$ cat config.mk
export PLATFORM = sky130hd
export DESIGN_NAME = adder_operand_pipe
export DESIGN_NICKNAME = d
export VERILOG_FILES = /design/src/rtl/adder_operand_pipe.sv
export SDC_FILE = /design/constraint.sdc
export NUM_CORES = 1
export LEC_CHECK = 0
export CAP_MARGIN = 20
export CORE_MARGIN = 1.5
export CORE_UTILIZATION = 49
export CTS_CLUSTER_DIAMETER = 100
export DETAILED_ROUTE_END_ITERATION = 8
export GPL_TIMING_DRIVEN = 0
export PLACE_DENSITY = 0.95
export RECOVER_POWER = 100
export SKIP_LAST_GASP = 1
export SYNTH_ARGS = -nofsm -noshare
export SYNTH_HDL_FRONTEND = slang
export SYNTH_SLANG_ARGS = --single-unit
$ cat constraint.sdc
create_clock -name clk -period 3 [get_ports clk]
set_input_delay 0.6 -clock clk [delete_from_list [all_inputs] [get_ports clk]]
set_output_delay 0.6 -clock clk [all_outputs]
set_load 0.05 [all_outputs]
$ cat src/rtl/adder_operand_pipe.sv
// adder_operand_pipe: registered valid/ready wrapper around an external
// combinational adder. Stage S1 holds the operand triple on the adder inputs.
// Stage S2 is a 2-entry in-order result FIFO (head register + tail register)
// whose head drives the output stream.
module adder_operand_pipe #(
  parameter int WIDTH = 32,
  parameter int CNT_W = 16
) (
  input  logic             clk,
  input  logic             rst_n,
  // operand stream
  input  logic             in_valid,
  output logic             in_ready,
  input  logic [WIDTH-1:0] in_a,
  input  logic [WIDTH-1:0] in_b,
  input  logic             in_carry_in,
  // adder side
  output logic [WIDTH-1:0] add_a,
  output logic [WIDTH-1:0] add_b,
  output logic             add_carry_in,
  input  logic [WIDTH-1:0] add_sum,
  input  logic             add_carry_out,
  // result stream
  output logic             out_valid,
  input  logic             out_ready,
  output logic [WIDTH-1:0] out_sum,
  output logic             out_carry_out,
  output logic             out_overflow,
  output logic [CNT_W-1:0] txn_count
);

  typedef struct packed {
    logic [WIDTH-1:0] sum;
    logic             carry_out;
    logic             overflow;
  } result_t;

  logic    s1_valid;
  logic    tail_valid;
  result_t head_q;
  result_t tail_q;
  result_t new_res;

  logic in_fire;
  logic pop;
  logic push;
  logic fifo_full;
  logic fifo_can_write;
  logic ovf;

  // Handshake and FIFO control. in_ready depends only on registered state and
  // out_ready, never on in_valid.
  assign pop            = out_valid && out_ready;
  assign fifo_full      = out_valid && tail_valid;
  assign fifo_can_write = !fifo_full || pop;
  assign push           = s1_valid && fifo_can_write;
  assign in_ready       = !s1_valid || fifo_can_write;
  assign in_fire        = in_valid && in_ready;

  // Signed overflow: operands agree in sign but the sum does not.
  assign ovf = (add_a[WIDTH-1] == add_b[WIDTH-1]) &&
               (add_sum[WIDTH-1] != add_a[WIDTH-1]);

  assign new_res = '{sum: add_sum, carry_out: add_carry_out, overflow: ovf};

  // S1 operand register; operands hold their last value while S1 is empty so
  // the adder inputs never toggle needlessly.
  // NOTE: sequential state uses non-blocking assignments so every flop samples
  // pre-edge values regardless of block ordering.
  always_ff @(posedge clk or negedge rst_n) begin
    if (!rst_n) begin
      s1_valid     <= 1'b0;
      add_a        <= '0;
      add_b        <= '0;
      add_carry_in <= 1'b0;
    end else begin
      if (in_fire) begin
        add_a        <= in_a;
        add_b        <= in_b;
        add_carry_in <= in_carry_in;
        s1_valid     <= 1'b1;
      end else if (push) begin
        s1_valid     <= 1'b0;
      end
    end
  end

  // Result FIFO: head is the output register, tail is the second slot. On pop
  // the tail (if any) moves to the head; a simultaneous push refills behind it.
  // NOTE: the two FIFO slots are reset because the head is the visible output
  // and must read zero out of reset; this storage is tiny, unlike a RAM.
  always_ff @(posedge clk or negedge rst_n) begin
    if (!rst_n) begin
      out_valid  <= 1'b0;
      tail_valid <= 1'b0;
      head_q     <= '0;
      tail_q     <= '0;
    end else begin
      if (pop) begin
        if (tail_valid) begin
          head_q <= tail_q;
          if (push) begin
            tail_q <= new_res;
          end else begin
            tail_valid <= 1'b0;
          end
        end else if (push) begin
          head_q <= new_res;
        end else begin
          // head data is left in place: out_* keep the last popped result
          out_valid <= 1'b0;
        end
      end else if (push) begin
        if (out_valid) begin
          tail_q     <= new_res;
          tail_valid <= 1'b1;
        end else begin
          head_q    <= new_res;
          out_valid <= 1'b1;
        end
      end
    end
  end

  // Completed output handshakes, wrapping modulo 2^CNT_W.
  always_ff @(posedge clk or negedge rst_n) begin
    if (!rst_n) begin
      txn_count <= '0;
    end else if (pop) begin
      txn_count <= txn_count + CNT_W'(1);
    end
  end

  assign out_sum       = head_q.sum;
  assign out_carry_out = head_q.carry_out;
  assign out_overflow  = head_q.overflow;

endmodule

==> results.json <==
{
  "htree_num_levels": 4,
  "ctsRootBufferMaster": "sky130_fd_sc_hd__clkbuf_16",
  "floorplan.die.height_microns": 116.0,
  "dr.first_iter.drc_count": 251,
  "grtUsageTotal": 0.2359,
  "cts-resized-gates": 0,
  "violations": "max-capacitance violations, max-slew violations",
  "timing.critical_path.cells": "clkdlybuf4s50_1, nor2b_2, nand3_1, clkdlybuf4s50_1",
  "synth_top_cells_by_count": "152 x sky130_fd_sc_hd__dfrtp_1, 50 x sky130_fd_sc_hd__mux2_1, 37 x sky130_fd_sc_hd__nor2_1",
  "area_delta_synth_final_pct": 46.11,
  "detailroute.via_count": 4331,
  "synth-seq-area-share": 0.6079,
  "max-vdd-ir-drop_v": 0.0007269,
  "rsz_0062_raised_after_global_routing": "false",
  "layout_worst_path_cycle_share": 0.9831,
  "cell_type_contributing_the_most_total_cell_area_after_synthesis": "sky130_fd_sc_hd__dfrtp_1",
  "timing_worst_setup_path_type": "in -> out",
  "slew_headroom": -0.6581,
  "finish.cell_count_without_fillers": 862,
  "setup.worst_path.start_class": "primary input",
  "clk_pin_slew_worst_paths_ns": 0.06,
  "r2r_setup_slack_ns": 0.51,
  "design.die.area_sq_um": 13460,
  "critical_path.reg2reg.startpoint": "out_valid$_DFFE_PN0P_",
  "core_area_sq_um": 12520,
  "port-buffer-count": 218,
  "crit_path_frequent_cell": "sky130_fd_sc_hd__clkdlybuf4s50_1",
  "clock_sinks": 152,
  "clock-skew-final_ns": 0.006165,
  "routed_wire_length_per_instance_microns": 18.03,
  "static-leakage-power_nw": 4.032,
  "placedCellCount": 831,
  "synth.lib_cells_used.distinct": 30,
  "dr_pass1_iterations": 4,
  "dp.final_hpwl_microns": 11120,
  "synth_ff_type": "sky130_fd_sc_hd__dfrtp_1",
  "nNetsFinal": 782,
  "final_cell_area_sq_um": 9143,
  "post_synth_top_area_share": 0.6079,
  "setup.worst_path.start": "out_ready",
  "first_global_vias": 4604,
  "hold_path.class": "reg -> reg",
  "yosys.cell_count.top_type": "sky130_fd_sc_hd__dfrtp_1",
  "post_cts_repair_timing_setup_buffer_count": 0,
  "critical_path_peak_fanout": 6,
  "power.density_nw_per_um2": 1046,
  "insertion_delay_ns": 0.42,
  "num_antenna_cells": 0,
  "async_flop_share": 1.000,
  "antenna_found_initial": 0,
  "initial_core_util": 0.4999,
  "clk_buf_depth": 2,
  "wirelength_microns": 15550,
  "timing_max_transition_violations_final": 45,
  "rows": 41,
  "worst_slew_pin_slew_ns": 2.487,
  "synthCells": 440,
  "vias_per_cell": 5.024,
  "setup.worst_path.end": "in_ready",
  "worst-endpoint-arrival_ns": 2.35,
  "syn-mean-instance-area_sq_um": 14.22,
  "cts_hold_buffers": 0,
  "fp.dieW_microns": 116.0,
  "pin_count": 219,
  "final_hold_viol_count": 0,
  "run_status": "finished, violations left",
  "fmax_ghz": 0.3391,
  "regToRegEndpoint": "add_a[4]$_DFFE_PN0P_",
  "post_synth_main_area_contributors": "sky130_fd_sc_hd__dfrtp_1 61%, sky130_fd_sc_hd__mux2_1 9.0%, sky130_fd_sc_hd__mux2_4 7.2%",
  "worst_path_max_delay_cell": "sky130_fd_sc_hd__clkdlybuf4s50_1",
  "synthesis.nets": 544,
  "final_antenna_net_count": 0,
  "dpl-instance-area_sq_um": 8683,
  "mapped_area_sq_um": 6257,
  "grt_start_max_net_pins": 109,
  "synth-seq-cells": 152,
  "grt_first_pass_wirelength_microns": 23930,
  "synth-edff-count": 0,
  "critical_path.endpoint_type": "output port",
  "drc": 0,
  "drv.max_cap_violation_count": 1,
  "cts_tree": "yes",
  "final-setup-viol-count": 0,
  "drive_above_1_share": 0.09275,
  "finalWorstPathRequiredPeriod_ns": 2.949,
  "number_of_warnings_reported_in_the_yosys_synthesis_log": 0,
  "numCtsBuffers": 17,
  "worstRegToRegCells": 6,
  "grt_remaining_overflow": 0,
  "worst_path_largest_cell_delay_ns": 0.85,
  "place_congestion": 0.7866,
  "worst_ep_required_time_ns": 2.40
}
-- metal layers --
metal	up-vias	GRT usage	wire, microns
met3	22	0.07008	1083
met1	2142	0.2750	6136
met4	0	0.08618	242
met5	-	0	0
met2	154	0.4133	8082
li1	2013	-	-
-- worst max-delay path: cells and delay by family --
family                 cells  cell delay [ns]
buffers and inverters      2             1.51
AND/OR/NAND/NOR            2             0.23
-- worst min-delay path by stage --
stage | start | endpoint | slack, ns | depth (start not counted)
finish | txn_count[15]$_DFFE_PN0N_ | txn_count[15]$_DFFE_PN0N_ | 0.46 | 1
global route | txn_count[15]$_DFFE_PN0N_ | txn_count[15]$_DFFE_PN0N_ | 0.50 | 1
CTS | rst_n | out_sum[29]$_DFFE_PN0P_ | 0.11 | 1
global placement | txn_count[15]$_DFFE_PN0N_ | txn_count[15]$_DFFE_PN0N_ | 0.46 | 1
floorplan | rst_n | add_a[0]$_DFFE_PN0P_ | 0.30 | 0
detailed placement | txn_count[15]$_DFFE_PN0N_ | txn_count[15]$_DFFE_PN0N_ | 0.46 | 1
-- logic make-up (layout without fill, tap and decap cells) --
logic type,Yosys count,count (layout),synth area share
AOI/OAI and AO/OA,41,41,0.03319
buffers and inverters,27,277,0.03019
xor gates and xnor gates,16,16,0.02240
adders and majority gates,2,2,0.003999
and+or+nand+nor,69,69,0.05159
DFF,152,152,0.6079
muxes,133,133,0.2508
-- flip-flops by register name, indices dropped and copies added, names as in the netlist --
name	count
add_a	32
out_sum	32
add_b	32
tail_q	34
out_carry_out	1
add_carry_in	1
out_overflow	1
s1_valid	1
out_valid	1
txn_count	16
tail_valid	1
-- metrics by stage --
step,worst slack [ns],utilization,power (mW),setup TNS (ns),hold WS [ns]
6_report,0.05073,0.7304,9.559,0,0.4626
5_1_grt,0.03632,0.7304,9.990,0,0.4982
4_1_cts,0.06983,0.7452,10.07,0,0.1053
3_5_place_dp,-0.08466,0.6937,7.690,-1.376,0.4647
3_3_place_gp,-4.353,0.6914,7.508,-660.19,0.4623
2_1_floorplan,0.5844,-,6.150,0,0.3044
-- cell usage in the layout (no fill, tap or decap) --
master | synthesis | routed
sky130_fd_sc_hd__nor2_1 | 37 | 37
sky130_fd_sc_hd__and4_1 | 1 | 1
sky130_fd_sc_hd__o22ai_1 | 2 | 2
sky130_fd_sc_hd__xor2_1 | 3 | 3
sky130_fd_sc_hd__ha_1 | 2 | 2
sky130_fd_sc_hd__nand2b_1 | 3 | 3
sky130_fd_sc_hd__buf_4 | 3 | 3
sky130_fd_sc_hd__nand3_1 | 5 | 5
sky130_fd_sc_hd__nor4_1 | 1 | 2
sky130_fd_sc_hd__nand2_2 | 1 | 1
sky130_fd_sc_hd__o21ai_0 | 5 | 5
sky130_fd_sc_hd__nand4_1 | 5 | 5
sky130_fd_sc_hd__clkinv_2 | 0 | 4
sky130_fd_sc_hd__inv_1 | 4 | 4
sky130_fd_sc_hd__nor2b_2 | 1 | 1
sky130_fd_sc_hd__clkbuf_16 | 0 | 17
sky130_fd_sc_hd__dlygate4sd3_1 | 0 | 116
sky130_fd_sc_hd__mux2_2 | 20 | 19
sky130_fd_sc_hd__buf_2 | 7 | 2
sky130_fd_sc_hd__clkbuf_1 | 4 | 18
sky130_fd_sc_hd__mux2i_1 | 33 | 33
sky130_fd_sc_hd__nor3_2 | 1 | 1
sky130_fd_sc_hd__xnor2_1 | 13 | 13
sky130_fd_sc_hd__nand2_1 | 10 | 10
sky130_fd_sc_hd__and2_1 | 1 | 1
sky130_fd_sc_hd__bufinv_16 | 0 | 5
sky130_fd_sc_hd__buf_16 | 0 | 1
sky130_fd_sc_hd__clkbuf_2 | 0 | 3
sky130_fd_sc_hd__clkbuf_8 | 0 | 3
sky130_fd_sc_hd__and3_1 | 1 | 1
sky130_fd_sc_hd__or2_2 | 1 | 1
sky130_fd_sc_hd__mux2_4 | 30 | 3
sky130_fd_sc_hd__dfrtp_1 | 152 | 152
sky130_fd_sc_hd__mux2_1 | 50 | 78
sky130_fd_sc_hd__a21oi_1 | 34 | 34
sky130_fd_sc_hd__clkdlybuf4s50_1 | 0 | 101
-- final cells by class --
type                    instances  area [sq um]
inverters                       4         15.01
fillers                       851          3374
clock inverters                 9         170.2
multi-input cells             261          2157
repair buffers                219          2203
clock buffers                  22         474.2
flip-flops and latches        152          3804
well taps                     172         215.2
plain buffers                  23         103.9
-- where the power goes --
| group | switching [mW] | internal [mW] | leakage, nW |
|---|---|---|---|
| combinational | 2.66 | 1.39 | 1.93 |
| sequential | 0.430 | 2.76 | 1.79 |
| clock | 0.796 | 1.53 | 0.320 |
(Power assumes the default switching activity.)
